[src/rtl/jac_pkg.sv]
// Shared constants and types for the fetch stage: datapath widths, opcode map,
// NOP encoding and the fetch FSM state type.
package jac_pkg;

    localparam int PC_WIDTH          = 8;
    localparam int PROGRAM_DataWidth = 16;

    // Opcode lives in the top five bits of the instruction word.
    localparam int OPCODE_WIDTH = 5;
    localparam logic [OPCODE_WIDTH-1:0] OP_NOP   = 5'h00;
    localparam logic [OPCODE_WIDTH-1:0] OP_LOAD  = 5'h01;
    localparam logic [OPCODE_WIDTH-1:0] OP_STORE = 5'h02;
    localparam logic [OPCODE_WIDTH-1:0] OP_ADD   = 5'h03;
    localparam logic [OPCODE_WIDTH-1:0] OP_JMP   = 5'h04;
    localparam logic [OPCODE_WIDTH-1:0] OP_BRA   = 5'h05;

    localparam logic [PROGRAM_DataWidth-1:0] NOP = 16'h0000;

    // Fetch cycles without ack tolerated before the timeout fires (16th cycle).
    localparam logic [3:0] FETCH_TIMEOUT_LAST = 4'hF;

    typedef logic [1:0] fsm_state_t;
    localparam fsm_state_t ST_IDLE  = 2'd0;
    localparam fsm_state_t ST_FETCH = 2'd1;
    localparam fsm_state_t ST_EXEC  = 2'd2;

    function automatic logic [OPCODE_WIDTH-1:0] opcode_of(
        input logic [PROGRAM_DataWidth-1:0] instr
    );
        return instr[PROGRAM_DataWidth-1 -: OPCODE_WIDTH];
    endfunction

endpackage

[src/rtl/pc_next_calc.sv]
// Next program-counter arithmetic: absolute load, PC-relative branch
// (offset taken from the branch's own address) or sequential increment.
module pc_next_calc #(
    parameter int PC_WIDTH = 8
) (
    input  logic [PC_WIDTH-1:0] pc,
    input  logic                cnt_wr_en,
    input  logic                add_offset,
    input  logic [PC_WIDTH-1:0] literal_adr,
    output logic [PC_WIDTH-1:0] next_pc
);

    always_comb begin
        next_pc = pc + PC_WIDTH'(1);
        if (cnt_wr_en) begin
            // Offset already spans the full PC width, so two's-complement
            // addition with truncation gives the signed, wrapping result.
            if (add_offset) begin
                next_pc = pc + literal_adr;
            end else begin
                next_pc = literal_adr;
            end
        end
    end

endmodule

[src/rtl/fetch_unit.sv]
// Instruction fetch unit: IDLE/FETCH/EXEC sequencer, PC and instruction register.
// Optional fetch timeout with sticky fetch_err is built when FETCH_TIMEOUT_EN is defined.
module fetch_unit #(
    parameter int                PC_WIDTH          = jac_pkg::PC_WIDTH,
    parameter int                PROGRAM_DataWidth = jac_pkg::PROGRAM_DataWidth,
    parameter logic [PC_WIDTH-1:0] RESET_VECTOR    = '0
) (
    input  logic                         clk,
    input  logic                         rst_n,
    output logic [PC_WIDTH-1:0]          imem_addr,
    output logic                         imem_req,
    input  logic                         imem_ack,
    input  logic [PROGRAM_DataWidth-1:0] imem_data,
    output logic [PROGRAM_DataWidth-1:0] instruction,
    output logic                         instr_valid,
    input  logic                         stall,
    input  logic                         cnt_wr_en,
    input  logic                         add_offset,
    input  logic [PC_WIDTH-1:0]          literal_adr,
    output logic [PC_WIDTH-1:0]          pc,
    output logic                         fetch_err,
    output logic [1:0]                   state_dbg
);

    import jac_pkg::*;

    // Memory handshake: imem_req is high for every FETCH cycle; the word is
    // accepted on the first FETCH cycle that sees imem_ack high, and ack in
    // any other state is ignored.

    fsm_state_t                   state_d, state_q;
    logic [PC_WIDTH-1:0]          pc_d, pc_q;
    logic [PROGRAM_DataWidth-1:0] instr_d, instr_q;
    logic [PC_WIDTH-1:0]          pc_next;
    logic                         fetch_timeout;

    pc_next_calc #(
        .PC_WIDTH (PC_WIDTH)
    ) u_pc_next_calc (
        .pc          (pc_q),
        .cnt_wr_en   (cnt_wr_en),
        .add_offset  (add_offset),
        .literal_adr (literal_adr),
        .next_pc     (pc_next)
    );

    always_comb begin
        state_d = state_q;
        pc_d    = pc_q;
        instr_d = instr_q;
        case (state_q)
            ST_IDLE: begin
                state_d = ST_FETCH;
            end
            ST_FETCH: begin
                if (imem_ack) begin
                    instr_d = imem_data;
                    state_d = ST_EXEC;
                end else if (fetch_timeout) begin
                    instr_d = PROGRAM_DataWidth'(NOP);
                    state_d = ST_EXEC;
                end
            end
            ST_EXEC: begin
                if (!stall) begin
                    pc_d    = pc_next;
                    state_d = ST_FETCH;
                end
            end
            default: begin
                state_d = ST_IDLE;
            end
        endcase
    end

    always_ff @(posedge clk or negedge rst_n) begin
        if (!rst_n) begin
            state_q <= ST_IDLE;
            pc_q    <= RESET_VECTOR;
            instr_q <= PROGRAM_DataWidth'(NOP);
        end else begin
            state_q <= state_d;
            pc_q    <= pc_d;
            instr_q <= instr_d;
        end
    end

`ifdef FETCH_TIMEOUT_EN
    logic [3:0] to_cnt_d, to_cnt_q;
    logic       fetch_err_d, fetch_err_q;

    always_comb begin
        to_cnt_d = '0;
        if ((state_q == ST_FETCH) && !imem_ack) begin
            to_cnt_d = to_cnt_q + 4'd1;
        end
    end

    assign fetch_timeout = (state_q == ST_FETCH) && !imem_ack
                           && (to_cnt_q == FETCH_TIMEOUT_LAST);
    assign fetch_err_d   = fetch_err_q | fetch_timeout;

    always_ff @(posedge clk or negedge rst_n) begin
        if (!rst_n) begin
            to_cnt_q    <= '0;
            fetch_err_q <= 1'b0;
        end else begin
            to_cnt_q    <= to_cnt_d;
            fetch_err_q <= fetch_err_d;
        end
    end

    assign fetch_err = fetch_err_q;
`else
    assign fetch_timeout = 1'b0;
    assign fetch_err     = 1'b0;
`endif

    // Outputs decode straight from state so an async reset drops imem_req at once.
    assign imem_req    = (state_q == ST_FETCH);
    assign instr_valid = (state_q == ST_EXEC);
    assign imem_addr   = pc_q;
    assign pc          = pc_q;
    assign instruction = instr_q;
    assign state_dbg   = state_q;

endmodule

[config.mk]
export PLATFORM = sky130hd
export DESIGN_NAME = fetch_unit
export DESIGN_NICKNAME = d
export VERILOG_FILES = /design/src/rtl/jac_pkg.sv /design/src/rtl/pc_next_calc.sv /design/src/rtl/fetch_unit.sv
export SDC_FILE = /design/constraint.sdc
export NUM_CORES = 1
export LEC_CHECK = 0
export ABC_AREA = 1
export BUFFER_PORTS_ARGS = -buffer_cell sky130_fd_sc_hd__buf_4
export CORE_ASPECT_RATIO = 0.7
export CORE_MARGIN = 3
export CORE_UTILIZATION = 25
export CTS_BUF_LIST = sky130_fd_sc_hd__clkbuf_4
export CTS_CLUSTER_DIAMETER = 40
export DETAILED_ROUTE_END_ITERATION = 10
export GPL_TIMING_DRIVEN = 0
export PLACE_DENSITY = 0.55
export SYNTH_ARGS = -nofsm -noshare
export SYNTH_HDL_FRONTEND = slang
export SYNTH_SLANG_ARGS = --single-unit
[constraint.sdc]
create_clock -name clk -period 3.6 [get_ports clk]
set_input_delay 0.18 -clock clk [delete_from_list [all_inputs] [get_ports clk]]
set_output_delay 0.18 -clock clk [all_outputs]
set_load 0.05 [all_outputs]
==> impl_metrics.env <==
export IMPL_ys_ff_latch=26
export IMPL_synthesis_nets=251
export IMPL_post_route_period_util=0.539
export IMPL_cts_made_buffers=3
export IMPL_stdcell_count=373
export IMPL_synth_async_reset_ratio=1.00
export IMPL_tns_ns=0
export IMPL_core_mm2=0.00649
export IMPL_max_freq_ghz=0.516
export IMPL_num_rows=24
export IMPL_p_per_area_mw_per_mm2=1030
export IMPL_root_buffer="clkbuf_4"
export IMPL_worstSetupPathType="flip-flop to flip-flop"
export IMPL_grt_max_degree=27
export IMPL_outcome="completed"
export IMPL_p_sw_w=0.00136
export IMPL_cp_required_ns=3.87
export IMPL_rsz0062_at_grt="false"
export IMPL_drive_gt1_frac=0.344
export IMPL_crit_chain="ha_1, inv_1, fa_1, inv_1, nand2_1, nand2_1, nand2_1, or2_1, nand3_1, nand2_1, nand2_1, nand2_1, nand2_1"
export IMPL_p_int_w=0.00110
export IMPL_fin_skew_ns=0.00633
export IMPL_cts_buffer_depth=2
export IMPL_setup_viol=0
export IMPL_overflow=0
export IMPL_p_sw_frac=0.552
export IMPL_die_h_um=76.0
export IMPL_grt_usage=0.108
export IMPL_peakVddDrop_v=0.000385
export IMPL_fin_nets=322
export IMPL_avgSynthCellArea_um2=8.25
export IMPL_synthMuxAreaShare=0.122
export IMPL_synthSimpleGateAreaFrac=0.240
export IMPL_cts_tree="done"
export IMPL_final_cell_mix="74 x buf_4, 51 x nand2_1, 26 x inv_1, 26 x dfrtp_1, 21 x nor2_1"
export IMPL_place_inst=368
export IMPL_firstDrtPassIters=4
export IMPL_post_cts_setup_buffers=0
export IMPL_dp_hpwl_um=3510
export IMPL_combPwrFrac=0.712
export IMPL_synth_adder_area_share=0.0687
export IMPL_cpMostUsedCell="nand2_1"
export IMPL_ys_warn_count=0
export IMPL_syn2layout_area_growth_pct=36.5
export IMPL_synthDistinctLibCells=33
export IMPL_r2r_slack_ns=1.66
export IMPL_wl_per_cell_um=11.7
export IMPL_final_util=0.368
export IMPL_fin_hold_ws_ns=0.0400
export IMPL_critPathSlowestCell="dfrtp_1"
export IMPL_max_stage_delay_ns=0.48
export IMPL_final_common_cell="buf_4"
export IMPL_finalHoldViolCount=0
export IMPL_leakagePower_nw=1.31
export IMPL_worstPathArrival_ns=2.21
export IMPL_power_frac_clock=0.053
export IMPL_crit_family="simple AND/OR/NAND/NOR gates"
export IMPL_synth_top_family_by_area="simple AND/OR/NAND/NOR gates"
export IMPL_fin_crit_ns=1.94
export IMPL_crit_path_max_fanout=7
export IMPL_start_util=0.270
export IMPL_seqPwrFrac=0.235
export IMPL_cts_htree_levels=1
export IMPL_synth_xor_area_share=0.0100
export IMPL_seq_area_frac_synth=0.372
export IMPL_grt_pass1_vias=1468
export IMPL_ios=67
export IMPL_via_count=1561
export IMPL_ant_nets=0
export IMPL_antenna_found_initial=0
export IMPL_insertion_delay_ns=0.32
export IMPL_dieArea_mm2=0.00805
export IMPL_min_path_type="input pin to flip-flop"
export IMPL_diodes=0
export IMPL_drc=0
export IMPL_grt_pass1_wl_um=7220
export IMPL_synth_edff_count=0
export IMPL_clk_pin_slew_ns=0.15
export IMPL_end_kind="flip-flop"
export IMPL_slew_viol_final=0
export IMPL_routabilityCongestion=0.793
export IMPL_synth_compound_area_share=0.0737
export IMPL_maxCapViolations=0
export IMPL_via_per_inst=4.18
export IMPL_die_w_um=106
export IMPL_cts_sinks=26
export IMPL_syn_inst=212
export IMPL_port_buffers=65
export IMPL_startpoint_type="flip-flop"
export IMPL_synth_flop_cell="dfrtp_1"
export IMPL_first_iter_violations=76
export IMPL_routed_wl_um=4360
export IMPL_worst_path_buf_inv=2
export IMPL_syn_area_mm2=0.00175
[area by class of cell]
class                           count  area, um^2
Inverter                           28         105
Fill cell                         696        4100
Tap cell                           91         114
Multi-Input combinational cell    146         905
Clock buffer                        3        22.5
Timing Repair Buffer               66         498
Clock inverter                      1        3.75
Sequential cell                    26         651
Buffer                             12        88.8
[flip-flops by register name, indices dropped and copies added, names as in the netlist]
| register | count |
|---|---|
| imem_addr | 8 |
| instruction | 16 |
| state_dbg | 2 |
[cell families (layout without fill, tap and decap cells)]
group | count (synthesis) | count (layout)
AO/OA/AOI/OAI | 22 | 22
XOR/XNOR | 2 | 2
adder cells (fa/ha/maj) | 9 | 9
buffers and inverters | 40 | 110
flip-flops | 26 | 26
multiplexers | 16 | 16
other | 1 | 1
AND/OR/NAND/NOR | 96 | 96
[worst paths after layout]
path	startpoint	end	cells past startpoint
hold reg to reg	instruction[1]	instruction[1]	1
min in group asynchronous	rst_n	imem_addr[7]	2
hold / removal	imem_ack	state_dbg[0]	2
max in group asynchronous	rst_n	instruction[1]	2
setup / recovery	imem_addr[0]	imem_addr[4]	13
setup reg to reg	imem_addr[0]	imem_addr[4]	13
[power by group through the flow]
stage	sequential [W]	combinational, W	clock (W)
global route	0.000611	0.00187	0.000149
finish	0.000577	0.00175	0.000130
CTS	0.000583	0.00177	0.000139
floorplan	0.00107	0.000796	0
global placement	0.000583	0.00175	0
detailed placement	0.000588	0.00176	0
[metal layers]
| layer | wire [um] | vias to the layer above | track usage |
|---|---|---|---|
| met2 | 1870 | 45 | 0.163 |
| met1 | 2240 | 704 | 0.161 |
| met3 | 247 | 2 | 0.0288 |
| met4 | 4 | 0 | 0.00776 |
| li1 | - | 810 | - |
| met5 | 0 | - | 0 |
[metrics by stage]
| step | power [W] | setup slack [ns] | area (um^2) |
|---|---|---|---|
| floorplan | 0.00186 | 1.52 | 1750 |
| global placement | 0.00233 | 1.68 | 2350 |
| detailed placement | 0.00235 | 1.67 | 2350 |
| CTS | 0.00249 | 1.63 | 2390 |
| global route | 0.00263 | 1.49 | 2390 |
| finish | 0.00246 | 1.66 | 2390 |
[what timing repair did]
action,CTS,global route
hold endpoints to repair,26,0
resized for setup,0,0
setup endpoints to repair,0,0
hold buffers,1,0
[Yosys cell counts (2+ instances only)]
master    number  area share
a21oi_1        8       0.023
a31oi_1        2      0.0072
buf_2          2      0.0057
buf_4          9       0.039
dfrtp_1       26        0.37
ha_1           8       0.057
inv_1         26       0.056
inv_2          2      0.0043
mux2_1         7       0.045
mux2_4         9       0.077
nand2_1       51        0.11
nand3_1       11       0.031
nand3b_1       3       0.013
nor2_1        21       0.045
o21ai_0        5       0.014
or2_1          4       0.014
xnor2_1        2       0.010
(Power assumes the default switching activity.)
